--- config.mk ---
export PLATFORM = sky130hd
export DESIGN_NAME = digi_ota_array
export DESIGN_NICKNAME = d
export VERILOG_FILES = /design/src/rtl/digi_ota_array.sv
export SDC_FILE = /design/constraint.sdc
export NUM_CORES = 1
export LEC_CHECK = 0
export CAP_MARGIN = 20
export CORE_MARGIN = 3
export CORE_UTILIZATION = 50
export DETAILED_ROUTE_END_ITERATION = 10
export GPL_ROUTABILITY_DRIVEN = 0
export PLACE_DENSITY = 0.74
export SLEW_MARGIN = 0
export SYNTH_ARGS = -nofsm -noshare
export SYNTH_HDL_FRONTEND = slang
export SYNTH_SLANG_ARGS = --single-unit
--- constraint.sdc ---
create_clock -name clk -period 3.67 [get_ports clk]
set_clock_uncertainty 0.05 [all_clocks]
set_input_delay 0.734 -clock clk [delete_from_list [all_inputs] [get_ports clk]]
set_output_delay 0.734 -clock clk [all_outputs]
set_load 0.05 [all_outputs]
--- src/rtl/digi_ota_array.sv ---
`default_nettype none
// ============================================================================
//  Module      : digi_ota_array
//  Description : Multi-channel clocked digital OTA. Each channel synchronises
//                an asynchronous vip/vin pair and runs either a hysteretic
//                deadband comparator or a saturating integrator whose value
//                is rendered as a pulse-density (PDM) bitstream.
//  Revision    : 1.0 - initial release
// ============================================================================
module digi_ota_array #(
  parameter int CHANNELS    = 2,
  parameter int ACC_W       = 8,   // must be >= 5 so a full gain step fits
  parameter int SYNC_STAGES = 2,
  parameter int DEADBAND    = 3
) (
  input  logic                clk,
  input  logic                rst,
  input  logic                en,
  input  logic [1:0]          mode,
  input  logic [3:0]          gain,
  input  logic [CHANNELS-1:0] vip,
  input  logic [CHANNELS-1:0] vin,
  output logic [CHANNELS-1:0] out,
  output logic [CHANNELS-1:0] out_oe,
  output logic [CHANNELS-1:0] sat
);

  localparam logic [1:0] MODE_CMP = 2'd1;
  localparam logic [1:0] MODE_INT = 2'd2;

  localparam logic ST_LO = 1'b0;
  localparam logic ST_HI = 1'b1;

  // One guard bit above the accumulator makes rail overshoot visible.
  localparam int SW = ACC_W + 1;
  localparam logic signed [SW-1:0] ACC_MAX = $signed({2'b00, {(ACC_W-1){1'b1}}});
  localparam logic signed [SW-1:0] ACC_MIN = $signed({2'b11, {(ACC_W-1){1'b0}}});
  localparam logic [3:0] DB4 = 4'(DEADBAND);

  logic [CHANNELS-1:0] sync_p [SYNC_STAGES];
  logic [CHANNELS-1:0] sync_n [SYNC_STAGES];
  logic [CHANNELS-1:0] sp;
  logic [CHANNELS-1:0] sn;

  logic [1:0] mode_q;
  logic [1:0] mode_d;
  logic       en_q;
  logic       en_d;
  logic       active;
  logic       changed;
  logic       run;

  // Input synchroniser chains for both halves of every differential pair
  always_ff @(posedge clk or posedge rst) begin
    if (rst) begin
      for (int i = 0; i < SYNC_STAGES; i++) begin
        sync_p[i] <= '0;
        sync_n[i] <= '0;
      end
    end else begin
      sync_p[0] <= vip;
      sync_n[0] <= vin;
      for (int i = 1; i < SYNC_STAGES; i++) begin
        sync_p[i] <= sync_p[i-1];
        sync_n[i] <= sync_n[i-1];
      end
    end
  end

  assign sp = sync_p[SYNC_STAGES-1];
  assign sn = sync_n[SYNC_STAGES-1];

  // Registered copy of the control inputs plus one cycle of history for change detection
  always_ff @(posedge clk or posedge rst) begin
    if (rst) begin
      mode_q <= 2'd0;
      mode_d <= 2'd0;
      en_q   <= 1'b0;
      en_d   <= 1'b0;
    end else begin
      mode_q <= mode;
      mode_d <= mode_q;
      en_q   <= en;
      en_d   <= en_q;
    end
  end

  // A change cycle flushes every channel so the new mode always starts clean.
  assign active  = en_q & ((mode_q == MODE_CMP) | (mode_q == MODE_INT));
  assign changed = (mode_q != mode_d) | (en_q != en_d);
  assign run     = active & ~changed;

  for (genvar ch = 0; ch < CHANNELS; ch++) begin : g_ch
    logic                    drive_up;
    logic                    drive_dn;
    logic                    state;
    logic                    state_nx;
    logic [3:0]              cnt;
    logic [3:0]              cnt_nx;
    logic [3:0]              cnt_inc;
    logic signed [ACC_W-1:0] acc;
    logic signed [ACC_W-1:0] acc_nx;
    logic signed [SW-1:0]    acc_ext;
    logic signed [SW-1:0]    step;
    logic signed [SW-1:0]    req;
    logic [ACC_W-1:0]        phase;
    logic [ACC_W-1:0]        phase_nx;
    logic [ACC_W:0]          pdm_sum;
    logic                    out_q;
    logic                    oe_q;
    logic                    sat_q;
    logic                    out_nx;
    logic                    oe_nx;
    logic                    sat_nx;

    assign drive_up = sp[ch] & ~sn[ch];
    assign drive_dn = ~sp[ch] & sn[ch];
    assign cnt_inc  = cnt + 4'd1;
    assign acc_ext  = {acc[ACC_W-1], acc};
    assign step     = $signed({{(SW-4){1'b0}}, gain});
    // Offset-binary view of the accumulator drives the PDM phase adder.
    assign pdm_sum  = {1'b0, phase} + {1'b0, ~acc[ACC_W-1], acc[ACC_W-2:0]};

    // Channel state and output registers
    always_ff @(posedge clk or posedge rst) begin
      if (rst) begin
        state <= ST_LO;
        cnt   <= '0;
        acc   <= '0;
        phase <= '0;
        out_q <= 1'b0;
        oe_q  <= 1'b0;
        sat_q <= 1'b0;
      end else begin
        state <= state_nx;
        cnt   <= cnt_nx;
        acc   <= acc_nx;
        phase <= phase_nx;
        out_q <= out_nx;
        oe_q  <= oe_nx;
        sat_q <= sat_nx;
      end
    end

    // Next-state logic: comparator FSM/run counter or saturating integrator
    always_comb begin
      state_nx = ST_LO;
      cnt_nx   = '0;
      acc_nx   = '0;
      phase_nx = '0;
      sat_nx   = 1'b0;
      req      = acc_ext;
      if (run) begin
        if (mode_q == MODE_CMP) begin
          state_nx = state;
          cnt_nx   = cnt;
          if (state == ST_LO) begin
            if (drive_up) begin
              if (cnt_inc == DB4) begin
                state_nx = ST_HI;
                cnt_nx   = '0;
              end else begin
                cnt_nx = cnt_inc;
              end
            end else if (drive_dn) begin
              cnt_nx = '0;
            end
          end else begin
            if (drive_dn) begin
              if (cnt_inc == DB4) begin
                state_nx = ST_LO;
                cnt_nx   = '0;
              end else begin
                cnt_nx = cnt_inc;
              end
            end else if (drive_up) begin
              cnt_nx = '0;
            end
          end
        end else begin
          if (drive_up) begin
            req = acc_ext + step;
          end else if (drive_dn) begin
            req = acc_ext - step;
          end
          if (req > ACC_MAX) begin
            acc_nx = ACC_MAX[ACC_W-1:0];
            sat_nx = 1'b1;
          end else if (req < ACC_MIN) begin
            acc_nx = ACC_MIN[ACC_W-1:0];
            sat_nx = 1'b1;
          end else begin
            acc_nx = req[ACC_W-1:0];
          end
          phase_nx = pdm_sum[ACC_W-1:0];
        end
      end
    end

    // Output decode: comparator level or PDM carry, pad enabled only while running
    always_comb begin
      out_nx = 1'b0;
      oe_nx  = run;
      if (run) begin
        if (mode_q == MODE_CMP) begin
          out_nx = (state_nx == ST_HI);
        end else begin
          out_nx = pdm_sum[ACC_W];
        end
      end
    end

    assign out[ch]    = out_q;
    assign out_oe[ch] = oe_q;
    assign sat[ch]    = sat_q;
  end

endmodule
`default_nettype wire

==> impl_results.md <==
- Leak: 2.05 nW
- Synth Flop Type: dfrtp_1
- Layout area overhead: 11.1%
- Worst Setup Slack post-DPL: 0.201 ns
- R2R depth: 8
- Root Driver: clkbuf_8
- Max cap viols: 0
- Post-synth EDFFs: 0
- Top cell type by total area after synthesis: dfrtp_1
- Share of layout cells above drive strength 1: 6.68%
- Total track usage: 19.3%
- Final worst slack: 0.577 ns
- Avg WL per Cell: 14.9 um
- Synth cell count leaders: dfrtp_1 (61), nor2_1 (43), ha_1 (39), a21oi_1 (29), inv_1 (24)
- CTS sink count: 61
- Die H: 95.1 um
- Post-Route Setup TNS: 0 ns
- Avg Cell Area, Syn: 9.65 um^2
- Post-CTS setup buffer count: 0
- First-pass GRT wire length: 13.5 mm
- Final net count: 489
- Starting DRC count in detailed routing: 182
- Netlist cell types: 57
- Placeable Area: 7490 um^2
- DRT Wirelength: 7.92 mm
- Cell area after synthesis: 3970 um^2
- RSZ-0062 raised after global routing: false
- Io pins: 19
- Diode count: 0
- Post-CTS resize count: 0
- Num rows: 31
- Post-DP HPWL: 5.82 mm
- Crit Path Category: primary input to register
- Pwr/cell area: 307 nW/um^2
- HP Class: register to register
- Sequential-to-total area share from yosys stat: 38.5%
- Clock tree buffer depth: 2
- DRT antenna net count: 0
- Fin crit period: 3.09 ns
- Drt first pass iters: 4
- CTS tree: done
- Port bufs: 18
- Slew HR: 55.5%
- Die ar.: 9040 um^2
- F_max: 323 MHz
- Fin crit share: 84.3%
- H-tree Lvls: 3
- Least-Margin Pin Slew: 0.667 ns
- Number of synthesized register bits: 61
- Syn_nets: 469
- Largest net degree at the start of global routing: 62
- Post-route DRC: 0
- WHS Path Cells: 0
- Max FO, Critical Path: 6
- CP required: 3.87 ns
- CP Launch Type: primary input
- Via/cell ratio: 5.57
- Top-count cell post-synth: dfrtp_1
- Via count: 2968
- Final hold viol count: 0
- Vias in the first global route: 2932
- Status: completed
- Synth area leaders: dfrtp_1 (38%), ha_1 (12%), nor2_1 (4.1%), a21oi_1 (3.7%), fa_1 (3.0%)
- Synth top area share: 38.5%
- Clock transition at path regs: 0.06 ns
- VDD IR max: 186 uV
- Synth Instances: 411
- Async set-reset flop share out of synthesis: 100%
- CTS Hold Bufs: 0
- CTS Buf Count: 9
- Worst skew pair latency: 0.34 ns
- Ys Warns: 0
- Initial antenna violation count: 0
- Final setup fails: 0
- Crit path DAT: 3.30 ns
- Die Wd: 95.1 um
- CP endpoint kind: register
- Slew Limit Fails: 0
- Gr ovfl total: 0
- Starting Density: 53.0%
[cell families (layout without fill, tap and decap cells)]
group	count (synthesis)	count (layout)	synth area share (%)
simple gates	128	128	16.8
compound gates	110	110	18.4
flops	61	61	38.5
fa+ha+maj	46	46	15.6
buf+inv	37	60	4.07
xor+xnor	23	23	5.08
mux	6	6	1.55
[sequential cells by signal, summed over array words and instances, names as in the netlist]
name and flops:
sync_p 2, g_ch.acc 16, g_ch.cnt 8, g_ch.state 2
mode_d 2, g_ch.out_q 2, g_ch.phase 16, sp 2
mode_q 2, en_q 1, en_d 1, g_ch.oe_q 1
sync_n 2, g_ch.sat_q 2, sn 2
[power by group]
part           switching (W)  internal, W  leakage [nW]  total (W)
clock               0.000243     0.000272        0.0881   0.000515
combinational      0.0000816    0.0000590          1.15   0.000141
sequential         0.0000120     0.000683         0.819   0.000695
total               0.000337      0.00101          2.05    0.00135
[final timing paths]
check,from,end,slack (ns)
worst min-delay path,sync_n[2]$_DFF_PP0_,sn[0]$_DFF_PP0_,0.30
max in group asynchronous,rst,g_ch[1].phase[1]$_DFF_PP0_,2.58
worst max-delay path,gain[1],g_ch[1].acc[3]$_DFF_PP0_,0.58
worst max register to register,g_ch[1].acc[0]$_DFF_PP0_,g_ch[1].acc[0]$_DFF_PP0_,1.11
min in group asynchronous,rst,g_ch[0].cnt[2]$_DFFE_PP0P_,0.73
worst min register to register,sync_n[2]$_DFF_PP0_,sn[0]$_DFF_PP0_,0.30
[through the flow]
step | total power, W | instances | instance area [um^2] | hold slack [ns] | util (%)
floorplan | 0.000802 | 411 | 3970 | 0.281 | -
global placement | 0.000845 | 519 | 4240 | 0.291 | 56.7
detailed placement | 0.000848 | 519 | 4240 | 0.286 | 56.7
CTS | 0.00137 | 533 | 4410 | 0.300 | 58.9
global route | 0.00142 | 533 | 4410 | 0.304 | 58.9
finish | 0.00135 | 533 | 4410 | 0.301 | 58.9
[cell type report]
| class | instances | area (um^2) |
|---|---|---|
| Clock buffer | 12 | 155 |
| Clock inverter | 2 | 10.0 |
| Fill cell | 622 | 3080 |
| Inverter | 24 | 90.1 |
| Multi-Input combinational cell | 313 | 2280 |
| Sequential cell | 61 | 1530 |
| Tap cell | 99 | 124 |
| Timing Repair Buffer | 22 | 223 |
[cell usage in the layout, fill, tap and decap left out, drive strengths merged, types with 6 or more instances in the layout]
| master | instances |
|---|---|
| inv | 24 |
| nand2b | 12 |
| a21o | 8 |
| xor2 | 13 |
| and2 | 11 |
| fa | 6 |
| nor3 | 9 |
| o22ai | 6 |
| nor2 | 43 |
| dfrtp | 61 |
| clkbuf | 12 |
| nand3 | 7 |
| xnor2 | 10 |
| o21ai | 30 |
| clkdlybuf4s50 | 18 |
| ha | 39 |
| nand2 | 17 |
| a21oi | 29 |
| nor2b | 6 |
[critical path, stage by stage]
cell	delay, ns
clkdlybuf4s50_1	0.61
inv_1	0.19
ha_1	0.34
nor3b_1	0.30
o31ai_1	0.15
a21bo_2	0.25
a221oi_4	0.36
nand3_1	0.22
o21ai_0	0.14
[routing by layer]
layer  part of all wire, %  wire, um  vias up  track usage, %
met3                   3.5       281       11            5.52
li1                      -         -     1494               -
met1                    48      3810     1416            25.5
met5                     0         0        -               0
met4                   1.6       123        0            6.85
met2                    47      3700       47            30.4
Power figures use the tool's default switching activity.
